===== config.mk =====
export PLATFORM = sky130hd
export DESIGN_NAME = wfg_record_spi
export DESIGN_NICKNAME = d
export VERILOG_FILES = /design/src/rtl/wfg_record_spi_pkg.sv /design/src/rtl/wfg_record_spi_sync.sv /design/src/rtl/wfg_record_spi.sv
export SDC_FILE = /design/constraint.sdc
export NUM_CORES = 1
export LEC_CHECK = 0
export ABC_AREA = 1
export ABC_CLOCK_PERIOD_IN_PS = 2300
export CELL_PAD_IN_SITES_DETAIL_PLACEMENT = 1
export CELL_PAD_IN_SITES_GLOBAL_PLACEMENT = 1
export CORE_UTILIZATION = 43
export DETAILED_ROUTE_END_ITERATION = 6
export HOLD_SLACK_MARGIN = 0.02
export PLACE_DENSITY = 0.82
export RECOVER_POWER = 50
export SLEW_MARGIN = 10
export SYNTH_ARGS = -nofsm -noshare
export SYNTH_HDL_FRONTEND = slang
export SYNTH_HIERARCHICAL = 1
export SYNTH_SLANG_ARGS = --single-unit

===== constraint.sdc =====
create_clock -name clk -period 2.3 [get_ports clk]
set_input_delay 0.345 -clock clk [delete_from_list [all_inputs] [get_ports clk]]
set_output_delay 0.345 -clock clk [all_outputs]
set_load 0.1 [all_outputs]

===== src/rtl/wfg_record_spi_pkg.sv =====
// Shared types and helpers for the SPI record (receive) block.
package wfg_record_spi_pkg;

    typedef enum logic {
        IDLE  = 1'b0,
        SHIFT = 1'b1
    } rec_state_t;

    // Word length encoding of cfg_dff_q_i
    localparam logic [1:0] DFF_8  = 2'b00;
    localparam logic [1:0] DFF_16 = 2'b01;
    localparam logic [1:0] DFF_24 = 2'b10;
    localparam logic [1:0] DFF_32 = 2'b11;

    // Number of bits per word for a given dff setting
    function automatic logic [5:0] dff_bits(input logic [1:0] dff);
        logic [5:0] n;
        case (dff)
            DFF_8:   n = 6'd8;
            DFF_16:  n = 6'd16;
            DFF_24:  n = 6'd24;
            default: n = 6'd32;
        endcase
        return n;
    endfunction

endpackage


===== src/rtl/wfg_record_spi_sync.sv =====
// Two-flop synchroniser for one asynchronous input plus a delay stage,
// giving the synchronised level and single-cycle rise/fall pulses.
module wfg_record_spi_sync (
    input  logic clk,
    input  logic rst_n,
    input  logic i_async,
    output logic o_level,
    output logic o_rise,
    output logic o_fall
);

    logic [2:0] r_pipe;

    // [0],[1] resolve metastability; [2] is the previous synchronised value
    always_ff @(posedge clk or negedge rst_n) begin
        if (!rst_n) r_pipe <= 3'b000;
        else        r_pipe <= {r_pipe[1:0], i_async};
    end

    assign o_level = r_pipe[1];
    assign o_rise  = r_pipe[1] & ~r_pipe[2];
    assign o_fall  = ~r_pipe[1] & r_pipe[2];

endmodule


===== src/rtl/wfg_record_spi.sv =====
// SPI slave receiver: assembles 8/16/24/32-bit words from an external SPI
// master and presents them on an AXI-Stream master port with tlast on the
// final complete word of each chip-select frame.
module wfg_record_spi #(
    parameter int AXIS_DATA_WIDTH = 32
) (
    input  logic                       clk,
    input  logic                       rst_n,
    input  logic                       ctrl_en_q_i,
    input  logic                       cfg_cpha_q_i,
    input  logic                       cfg_cpol_q_i,
    input  logic                       cfg_lsbfirst_q_i,
    input  logic [1:0]                 cfg_dff_q_i,
    input  logic                       cfg_sspol_q_i,
    input  logic                       wfg_record_spi_sclk_i,
    input  logic                       wfg_record_spi_cs_ni,
    input  logic                       wfg_record_spi_sdi_i,
    output logic                       wfg_axis_tvalid_o,
    input  logic                       wfg_axis_tready_i,
    output logic [AXIS_DATA_WIDTH-1:0] wfg_axis_tdata_o,
    output logic                       wfg_axis_tlast_o,
    output logic                       sts_ovr_o
);
    import wfg_record_spi_pkg::*;

    logic w_sclk_lvl, w_sclk_rise, w_sclk_fall;
    logic w_cs_lvl, w_cs_rise, w_cs_fall;
    logic w_sdi, w_sdi_rise_unused, w_sdi_fall_unused;

    wfg_record_spi_sync u_sync_sclk (
        .clk(clk), .rst_n(rst_n), .i_async(wfg_record_spi_sclk_i),
        .o_level(w_sclk_lvl), .o_rise(w_sclk_rise), .o_fall(w_sclk_fall)
    );
    wfg_record_spi_sync u_sync_cs (
        .clk(clk), .rst_n(rst_n), .i_async(wfg_record_spi_cs_ni),
        .o_level(w_cs_lvl), .o_rise(w_cs_rise), .o_fall(w_cs_fall)
    );
    wfg_record_spi_sync u_sync_sdi (
        .clk(clk), .rst_n(rst_n), .i_async(wfg_record_spi_sdi_i),
        .o_level(w_sdi), .o_rise(w_sdi_rise_unused), .o_fall(w_sdi_fall_unused)
    );

    rec_state_t                 r_state;
    logic [31:0]                r_shift;
    logic [4:0]                 r_cnt;
    logic [31:0]                r_pend;
    logic                       r_pend_v;
    logic                       r_tvalid;
    logic [AXIS_DATA_WIDTH-1:0] r_tdata;
    logic                       r_tlast;
    logic                       r_ovr;

    logic        w_sample, w_cs_act, w_cs_act_rise, w_word_done, w_hs;
    logic        w_push, w_push_last;
    logic [31:0] w_shift_nxt;

    // Edge classification, next shift value and push decision
    always_comb begin
        // Sampling edge: new sclk level is 1 (rising) when cpol==cpha, else 0
        w_sample      = (w_sclk_rise | w_sclk_fall) &
                        (w_sclk_lvl == (cfg_cpol_q_i ~^ cfg_cpha_q_i));
        w_cs_act      = w_cs_lvl ^ ~cfg_sspol_q_i;
        // Active-high cs asserts on pin rise, active-low on pin fall
        w_cs_act_rise = cfg_sspol_q_i ? w_cs_rise : w_cs_fall;
        w_word_done   = ({1'b0, r_cnt} == dff_bits(cfg_dff_q_i) - 6'd1);
        w_hs          = r_tvalid & wfg_axis_tready_i;

        w_shift_nxt = r_shift;
        if (cfg_lsbfirst_q_i) w_shift_nxt[r_cnt] = w_sdi;
        else                  w_shift_nxt = {r_shift[30:0], w_sdi};

        // The pending word is released only when the next word completes
        // (tlast=0) or the frame ends (tlast=1), so a trailing partial word
        // can never leave the last complete word without tlast.
        w_push      = 1'b0;
        w_push_last = 1'b0;
        if (ctrl_en_q_i && (r_state == SHIFT) && r_pend_v) begin
            if (!w_cs_act) begin
                w_push      = 1'b1;
                w_push_last = 1'b1;
            end else if (w_sample && w_word_done) begin
                w_push      = 1'b1;
            end
        end
    end

    // Receive FSM, pending stage and AXIS output register
    always_ff @(posedge clk or negedge rst_n) begin
        if (!rst_n) begin
            r_state  <= IDLE;
            r_shift  <= '0;
            r_cnt    <= '0;
            r_pend   <= '0;
            r_pend_v <= 1'b0;
            r_tvalid <= 1'b0;
            r_tdata  <= '0;
            r_tlast  <= 1'b0;
            r_ovr    <= 1'b0;
        end else begin
            if (w_push) begin
                if (!r_tvalid || w_hs) begin
                    r_tvalid <= 1'b1;
                    r_tdata  <= AXIS_DATA_WIDTH'(r_pend);
                    r_tlast  <= w_push_last;
                end else begin
                    r_ovr <= 1'b1;
                end
            end else if (w_hs) begin
                r_tvalid <= 1'b0;
            end

            if (!ctrl_en_q_i) begin
                // Output register is left alone so a waiting word is not lost
                r_state  <= IDLE;
                r_shift  <= '0;
                r_cnt    <= '0;
                r_pend   <= '0;
                r_pend_v <= 1'b0;
                r_ovr    <= 1'b0;
            end else begin
                case (r_state)
                    IDLE: begin
                        if (w_cs_act_rise) begin
                            r_state <= SHIFT;
                            r_shift <= '0;
                            r_cnt   <= '0;
                        end
                    end
                    SHIFT: begin
                        if (!w_cs_act) begin
                            // Partial word is discarded; pend was pushed above
                            r_state  <= IDLE;
                            r_shift  <= '0;
                            r_cnt    <= '0;
                            r_pend_v <= 1'b0;
                        end else if (w_sample) begin
                            if (w_word_done) begin
                                r_pend   <= w_shift_nxt;
                                r_pend_v <= 1'b1;
                                r_shift  <= '0;
                                r_cnt    <= '0;
                            end else begin
                                r_shift <= w_shift_nxt;
                                r_cnt   <= r_cnt + 5'd1;
                            end
                        end
                    end
                    default: r_state <= IDLE;
                endcase
            end
        end
    end

    assign wfg_axis_tvalid_o = r_tvalid;
    assign wfg_axis_tdata_o  = r_tdata;
    assign wfg_axis_tlast_o  = r_tlast;
    assign sts_ovr_o         = r_ovr;

endmodule

==> results.md <==
* Outcome: completed
* Final setup TNS at 0 ns
* Area growth, synth to finish at 21.3%
* GRT Total Usage at 25.2%
* Clock sink count at 114
* TritonCTS Buffers at 17
* Slowest stage delay, CP at 0.87 ns
* Period utilization at 85.9%
* Core Footprint at 0.0127 mm²
* Max cap viols at 0
* Initial DRT Pass Iterations at 4
* Crit Path Class: register to output port
* Synthesized area at between 0.005 and 0.006 mm²
* Synth warn at 6
* Min-Delay Endpoint: u_sync_cs/r_pipe[1]
* Total grt overflow at 0
* Final Cell Area at 0.00685 mm²
* Vias in the first global route at approximately 5,300
* Final HPWL DP at 10,300 µm
* Global-route wire length before repair at about 26,000 µm
* Max frequency at 0.506 GHz
* Clk slew on worst S/H paths at 0.05 ns
* Starting density of the core at 44.4%
* CP delay by family, top: buffers and inverters
* R2R setup slack at 0.35 ns
* Largest net degree at the start of global routing at 60
* Synth Net Count at approximately 750
* Clock latency on the worst-skew pair at 0.42 ns
* Worst slew margin at 21.7%
* CP bufs+invs at 1
* Hold Crit Depth at 0
* Dpl cell area at 0.00629 mm²
* Leakage at 3.73 nW
* Power Density at 730 mW/mm²
* Worst path required time at 1.96 ns
* Tightest Pin Transition at about 1.2 ns
* Fillers at around 1,600
* Vias per inst at 5.33
* Cell Chain, Critical Path: clkbuf_1
* Ant diodes at 0
* Final min period at between 1.5 and 2 ns
* Hold Fails Final Rpt at 0
* RSZ-0062 raised after global routing: no
* Root Driver: clkbuf_16
* R2r endpoint: r_pend[8]
* Antenna Nets Post-Route at 0
* Critical path startpoint category: register
* CTS tree: yes
* Slew Limit Fails at 0
* Initial antenna violation count at 0
* Die W at 117 µm
* Crit path DAT at 1.63 ns
* Worst r2r src: r_cnt[4]
* Die Area at 0.0136 mm²
* Worst min path class: register to register
* Ratio of cells with drive above 1 in the final layout at 12.0%
* DRC viols at 0
* Crit-path slowest cell: clkbuf_1
* Htree depth at 4
* Clock Skew at between 0.007 and 0.008 ns
* Die Span Y at between 100 and 150 µm
* Final net count at 798
* Endpoints failing setup at 0
* Max rail drop VDD at around 0.00040 V
* Via count at ~5,100
* Hold Startpoint: u_sync_cs/r_pipe[0]
* Wirelength per Cell at 16.1 µm
* Placer congestion estimate at 0.820
* WL final at 15,500 µm
* IO Pins at 48
* CTS resizes at 0
* IO buf count at 47
* Mean post-synth cell area at around 7.7 µm²
* CP endpoint kind: output port
* Worst-path fanout max at 2
* Synth Instances at 733
* Buffer depth of the longest clock path at 2
* Core Rows at just over 40
* Reg2Reg Depth at 10
* 1st-iter DRT viols at 337
==> registers in the layout, summed over array words and instances, names as in the netlist, 2 cells and up <==
signal,count
r_cnt,5
r_pend,32
u_sync_sdi/r_pipe,2
r_shift,32
wfg_axis_tdata_o,32
u_sync_sclk/r_pipe,3
u_sync_cs/r_pipe,3
==> layout by cell type (no fill, tap or decap), drive strengths merged <==
master	count
bufinv	3
nor3	1
buf	45
or2	1
clkbuf	28
xnor2	1
ha	8
a31oi	1
inv	68
a21oi	18
o21ai	65
nand4	32
clkdlybuf4s50	8
clkinvlp	4
nand3	75
clkinv	7
nor2	29
o22ai	2
dfrtp	114
xor2	2
nand2	274
dlygate4sd3	4
==> what timing repair did <==
item / CTS / global route
buffers inserted: 0 / 0
hold endpoints to repair: 29 / 0
hold buffers: 1 / 0
==> layer usage <==
metal | track usage, % | part of all wire (%)
met1 | 31.6 | 46
met2 | 43.1 | 50
met3 | 5.35 | 3.1
met4 | 8.27 | 1.5
met5 | 0 | 0
==> cell type report <==
| class | count | area, µm² | share of cell area [%] |
|---|---|---|---|
| multi-input cells | 509 | 2330 | 34.1 |
| well taps | 172 | 215 | 3.14 |
| repair buffers | 67 | 604 | 8.82 |
| inverters | 68 | 255 | 3.72 |
| clock inverters | 14 | 163 | 2.37 |
| flip-flops and latches | 114 | 2850 | 41.6 |
| clock buffers | 18 | 429 | 6.26 |
==> power by group <==
group / internal (W) / switching (W) / leakage, nW
clock: 0.00169 / 0.000953 / 0.282
sequential: 0.00202 / 0.0000123 / 1.57
combinational: 0.0000979 / 0.000223 / 1.88
total: 0.00381 / 0.00119 / 3.73
==> how the worst max path moves through the flow <==
stage	from	cells past startpoint	slack, ns	to
after floorplan	wfg_axis_tvalid_o	7	0.46	wfg_axis_tdata_o[0]
after global routing	cfg_dff_q_i[0]	14	0.19	wfg_axis_tdata_o[19]
after global placement	cfg_dff_q_i[0]	14	0.005	wfg_axis_tdata_o[15]
after detailed placement	cfg_dff_q_i[0]	14	-0.06	wfg_axis_tdata_o[9]
final	wfg_axis_tdata_o[7]	1	0.32	wfg_axis_tdata_o[7]
after CTS	cfg_dff_q_i[0]	14	0.34	wfg_axis_tdata_o[19]
==> per-stage QoR <==
stage	worst slack (ns)	power, W	util [%]	hold WS, ns	std cells
2_1_floorplan	0.456	0.00224	-	0.0494	733
3_3_place_gp	0.00492	0.00238	49.5	0.289	929
3_5_place_dp	-0.0557	0.00239	49.5	0.295	929
4_1_cts	0.345	0.00505	54.2	0.349	962
5_1_grt	0.186	0.00517	53.9	0.358	962
6_report	0.325	0.00500	53.9	0.346	962
No activity file was read; power rests on OpenSTA's default activity.
